## config.mk

```make
export PLATFORM = sky130hd
export DESIGN_NAME = fetch_stage
export DESIGN_NICKNAME = d
export VERILOG_FILES = /design/src/rtl/fetch_stage_pkg.sv /design/src/rtl/fetch_stage.sv
export SDC_FILE = /design/constraint.sdc
export NUM_CORES = 1
export LEC_CHECK = 0
export ABC_AREA = 1
export ABC_CLOCK_PERIOD_IN_PS = 2500
export CORE_MARGIN = 1.5
export CORE_UTILIZATION = 40
export CTS_CLUSTER_DIAMETER = 200
export CTS_CLUSTER_SIZE = 28
export DETAILED_ROUTE_END_ITERATION = 16
export PLACE_DENSITY = 0.77
export SLEW_MARGIN = 20
export SYNTH_ARGS = -nofsm -noshare
export SYNTH_HDL_FRONTEND = slang
export SYNTH_SLANG_ARGS = --single-unit
```

## constraint.sdc

```tcl
create_clock -name clk -period 2.5 [get_ports clk]
set_input_delay 0.5 -clock clk [delete_from_list [all_inputs] [get_ports clk]]
set_output_delay 0.5 -clock clk [all_outputs]
set_load 0.01 [all_outputs]
```

## src/rtl/fetch_stage_pkg.sv

```systemverilog
// Shared fetch-stage definitions: NOP encoding, reset address, FSM state encodings.
package fetch_stage_pkg;

  localparam logic [31:0] NOP        = 32'h0000_0013;
  localparam logic [31:0] RESET_ADDR = 32'h0000_1000;

  typedef enum logic [1:0] {
    FETCH_ISSUE = 2'd0,
    FETCH_WAIT  = 2'd1,
    FETCH_BUF   = 2'd2
  } fetch_state_t;

  function automatic logic [31:0] word_align(input logic [31:0] addr);
    return {addr[31:2], 2'b00};
  endfunction

endpackage

```

## src/rtl/fetch_stage.sv

```systemverilog
// Instruction fetch, one outstanding imem request; response to decode output in 1 cycle.
// Stall freezes the output register; a response arriving under stall parks in a one-entry buffer.
module fetch_stage
  import fetch_stage_pkg::*;
#(
  parameter logic [31:0] RESET_PC  = RESET_ADDR,
  parameter logic [31:0] NOP_INSTR = NOP
) (
  input  logic        clk,
  input  logic        rst,
  input  logic        stall,
  input  logic        redirect_valid,
  input  logic [31:0] redirect_pc,
  input  logic        exc_valid,
  input  logic [31:0] exc_pc,
  output logic        imem_req_valid,
  output logic [31:0] imem_req_addr,
  input  logic        imem_req_ready,
  input  logic        imem_resp_valid,
  input  logic [31:0] imem_resp_data,
  output logic        instr_valid,
  output logic [31:0] instr,
  output logic [31:0] pc
);

  fetch_state_t state, state_next;
  logic [31:0]  fetch_pc, fetch_pc_next;
  logic [31:0]  req_pc, req_pc_next;
  logic [31:0]  buf_instr, buf_instr_next;
  logic [31:0]  buf_pc, buf_pc_next;
  logic         drop, drop_next;
  logic         instr_valid_next;
  logic [31:0]  instr_next, pc_next;

  logic         accept;
  logic         flush;
  logic [31:0]  target;

  assign imem_req_valid = (state == FETCH_ISSUE) && !rst;
  assign imem_req_addr  = fetch_pc;

  assign accept = (state == FETCH_ISSUE) && imem_req_ready;
  assign flush  = exc_valid || redirect_valid;
  assign target = word_align(exc_valid ? exc_pc : redirect_pc);

  always_comb begin
    state_next       = state;
    fetch_pc_next    = fetch_pc;
    req_pc_next      = req_pc;
    buf_instr_next   = buf_instr;
    buf_pc_next      = buf_pc;
    drop_next        = drop;
    instr_valid_next = instr_valid;
    instr_next       = instr;
    pc_next          = pc;

    if (instr_valid && !stall) begin
      instr_valid_next = 1'b0;
      instr_next       = NOP_INSTR;
    end

    case (state)
      FETCH_ISSUE: begin
        if (accept) begin
          req_pc_next   = fetch_pc;
          fetch_pc_next = fetch_pc + 32'd4;
          state_next    = FETCH_WAIT;
        end
      end
      FETCH_WAIT: begin
        if (imem_resp_valid) begin
          if (drop) begin
            drop_next  = 1'b0;
            state_next = FETCH_ISSUE;
          end else if (!instr_valid || !stall) begin
            instr_valid_next = 1'b1;
            instr_next       = imem_resp_data;
            pc_next          = req_pc;
            state_next       = FETCH_ISSUE;
          end else begin
            buf_instr_next = imem_resp_data;
            buf_pc_next    = req_pc;
            state_next     = FETCH_BUF;
          end
        end
      end
      FETCH_BUF: begin
        if (!stall) begin
          instr_valid_next = 1'b1;
          instr_next       = buf_instr;
          pc_next          = buf_pc;
          state_next       = FETCH_ISSUE;
        end
      end
      default: state_next = FETCH_ISSUE;
    endcase

    // Redirects win over stall; a word still in flight must be swallowed when it returns.
    if (flush) begin
      fetch_pc_next    = target;
      instr_valid_next = 1'b0;
      instr_next       = NOP_INSTR;
      case (state)
        FETCH_ISSUE: begin
          if (accept) begin
            drop_next  = 1'b1;
            state_next = FETCH_WAIT;
          end else begin
            state_next = FETCH_ISSUE;
          end
        end
        FETCH_WAIT: begin
          if (imem_resp_valid) begin
            drop_next  = 1'b0;
            state_next = FETCH_ISSUE;
          end else begin
            drop_next  = 1'b1;
            state_next = FETCH_WAIT;
          end
        end
        default: state_next = FETCH_ISSUE;
      endcase
    end
  end

  always_ff @(posedge clk) begin
    if (rst) begin
      state       <= FETCH_ISSUE;
      fetch_pc    <= RESET_PC;
      req_pc      <= 32'd0;
      buf_instr   <= NOP_INSTR;
      buf_pc      <= 32'd0;
      drop        <= 1'b0;
      instr_valid <= 1'b0;
      instr       <= NOP_INSTR;
      pc          <= 32'd0;
    end else begin
      state       <= state_next;
      fetch_pc    <= fetch_pc_next;
      req_pc      <= req_pc_next;
      buf_instr   <= buf_instr_next;
      buf_pc      <= buf_pc_next;
      drop        <= drop_next;
      instr_valid <= instr_valid_next;
      instr       <= instr_next;
      pc          <= pc_next;
    end
  end

endmodule
```

==> run metrics <==
Final Wtd Congestion between 0.9 and 1; Setup Viol. Count Final 0; core area between 20000 and 25000 um^2; CTS Root Cell clkbuf_16; Yosys reg bits 188; chip height ~150 um; CTS Sinks approximately 190; wl on met1 approximately 12000 um; power density over the cells between 600 and 700 nW/um^2; cell mode on critical path inv_1; Setup crit end kind primary output; Synth cell types 37; failing checks DRC; RSZ-0062 raised after global routing no; largest net degree at the start of global routing 64; Routed Antenna Nets 0; Avg Synthesized Cell Area ~7 um^2; DRC viols 4; PortBufs 192; period utilisation layout 0.925; critical path arrival ~1800 ps; first-pass GRT wire length ~45000 um; area grow syn2layout 31.4%; fin util 0.539; clock tree buffer depth 2; count of pins over their slew limit 0; initial drt markers about 860; Met3 Routed Length around 1900 um; status finished with violations; clk_lat worst skew 440 ps; Vias slightly above 9000; estimated wirelength of the detail-placed design about 19000 um; fraction of registers with async set/reset 0; Die Width approximately 150 um; Post-CTS Repair Setup Buffers 0; cts bufs inserted 17; Hold-fix buffers, CTS 0; max cap viols 0; GR Overflow Total 0; DRT Pass-1 Iters 11; HP Class reg2reg; initial antenna violation count 0; I/O Pins about 200; crit-path cells inv_1, ha_1, inv_1, nor2_1, clkdlybuf4s50_1; setup TNS 0 ps; GRT Overall Usage 0.233; final total power 7.22 mW; placed cells approximately 1700; Synth Warn # 0; wire length on met2 around 12000 um; fin nets 1547; Reg clk slew, reported paths 80 ps; Post-synth EDFFs 0; post-CTS sizing 0; fin crit period between 2000 and 2500 ps; Setup Skew approximately 15 ps; num rows 54; Hold Fails Final Rpt 0; TritonCTS clock tree yes; type of the worst setup path reg2out; Initial Util 0.410; CP Max Fanout 3; Cells after Synth about 1300; via/cell ratio 5.34; sequential fraction of the synthesis area 0.418; CTS H-tree depth 4; critical path launch point type flip-flop; Main synth FF type dfxtp_1; Fmax 432 MHz; Worst VDD drop between 0.5 and 0.6 mV; Layout Cells excl Fill approximately 1700; die footprint 23400 um^2; leakage dissipation around 4.4 nW; critical path's largest stage delay 600 ps; Cell Area, Synth 9000 um^2; number of global-route vias before repair approximately 8800; layout cell share with drive strength beyond 1 0.0716; FILL cells approximately 2000; drt total wl ~27000 um; top routing layer used met4; Slowest-stage cell, CP clkdlybuf4s50_1; Antenna Cells 0; Req. time, crit path around 2000 ps; drt wl/cell between 15 and 20 um
final cells by class:
| type | instances | area, um^2 | area share |
|---|---|---|---|
| multi-input combinational | 901 | 4430 | 0.374 |
| sequential | 188 | 3760 | 0.318 |
| timing repair buffer | 223 | 2250 | 0.191 |
| clock buffer | 17 | 425 | 0.0360 |
| inverter | 109 | 410 | 0.0347 |
| tap | 280 | 350 | 0.0296 |
| clock inverter | 15 | 201 | 0.0170 |
cell usage in the layout, fill, tap and decap left out, types with 3 or more instances in the layout:
master and count:
nand3_1 25, o21ai_0 106, a221oi_1 17, ha_1 4, conb_1 4, nand2_1 298
a31oi_1 55, clkdlybuf4s50_1 192, nand3_2 3, nor2_2 6, clkinv_1 3, xor2_1 5
a22oi_1 19, o221ai_1 3, buf_12 8, nor2_4 7, clkinv_8 6, nand3b_1 6
buf_4 23, a21oi_1 160, inv_1 92, inv_8 4, nor3_1 4, clkbuf_16 17
o211ai_1 9, dfxtp_1 188, o21ai_1 81, nand2_2 8, nor2_1 70, inv_2 13
layer usage:
layer  GRT usage  vias up
li1            -     4653
met1       0.314     4191
met2       0.372      361
met3      0.0369       46
met4      0.0966        0
met5           0        -
registers in the layout (all words and copies together) (netlist names):
signal         count
instr_valid        1
instr             32
pc                30
req_pc            30
state              2
buf_instr         32
buf_pc            30
drop               1
imem_req_addr     30
critical path, delay by kind of cell, from the launching register on:
| family | cells | cell delay [ps] |
|---|---|---|
| buffers and inverters | 3 | 760 |
| adders and majority gates | 1 | 200 |
| and+or+nand+nor | 1 | 100 |
| DFF | 1 | 330 |
through the flow:
stage / setup WS, ps / instance area, um^2 / hold slack (ps)
2_1_floorplan: 970 / 9010 / 423
3_3_place_gp: 266 / 11200 / 430
3_5_place_dp: 226 / 11200 / 435
4_1_cts: 158 / 11800 / 447
5_1_grt: 101 / 11800 / 464
6_report: 187 / 11800 / 446
path summary, 6_finish.rpt:
path	startpoint	to	cells after the start	slack [ps]
setup / recovery	state[0]$_SDFFE_PP0P_	imem_req_valid	5	190
hold / removal	buf_instr[24]$_SDFFE_PP0P_	buf_instr[24]$_SDFFE_PP0P_	2	450
setup reg to reg	state[1]$_SDFFE_PP0P_	state[1]$_SDFFE_PP0P_	9	570
hold reg to reg	buf_instr[24]$_SDFFE_PP0P_	buf_instr[24]$_SDFFE_PP0P_	2	450
cell usage after synthesis (2+ instances only):
cell type / number / area share
buf_2: 27 / 0.015
nand3_2: 3 / 0.0033
a221oi_1: 17 / 0.017
clkbuf_1: 44 / 0.018
nor2_4: 7 / 0.0088
or2_2: 2 / 0.0014
clkinv_1: 3 / 0.0013
buf_4: 15 / 0.013
o221ai_1: 3 / 0.0029
nor2_2: 6 / 0.0042
nand3b_1: 6 / 0.0050
a22oi_1: 19 / 0.016
nand3_1: 25 / 0.014
inv_1: 93 / 0.039
nand2_2: 8 / 0.0056
xnor2_1: 2 / 0.0019
nor3_1: 4 / 0.0022
a31oi_1: 55 / 0.038
xor2_1: 5 / 0.0049
o21ai_1: 81 / 0.045
a21oi_1: 160 / 0.089
dfxtp_1: 188 / 0.42
inv_2: 13 / 0.0054
nand2_1: 298 / 0.12
nor2_1: 70 / 0.029
ha_1: 4 / 0.0056
o211ai_1: 9 / 0.0075
o21ai_0: 106 / 0.059
report_power, final:
part,total [mW],leakage (nW),internal [mW],switching (mW)
Clock,2.80,0.303,1.39,1.41
Sequential,3.30,1.53,3.14,0.160
Combinational,1.12,2.54,0.534,0.585
Total,7.22,4.38,5.06,2.16
kinds of logic (layout without fill, tap and decap cells):
family / after synthesis / in the layout / synth area share
and+or+nand+nor: 433 / 433 / 0.201
adders and majority gates: 4 / 4 / 0.00556
AOI/OAI and AO/OA: 453 / 453 / 0.276
buffers and inverters: 196 / 364 / 0.0917
other: 1 / 4 / 0.000416
xor gates and xnor gates: 7 / 7 / 0.00681
DFF: 188 / 188 / 0.418
Note: power is estimated with default switching activity, not from simulation.
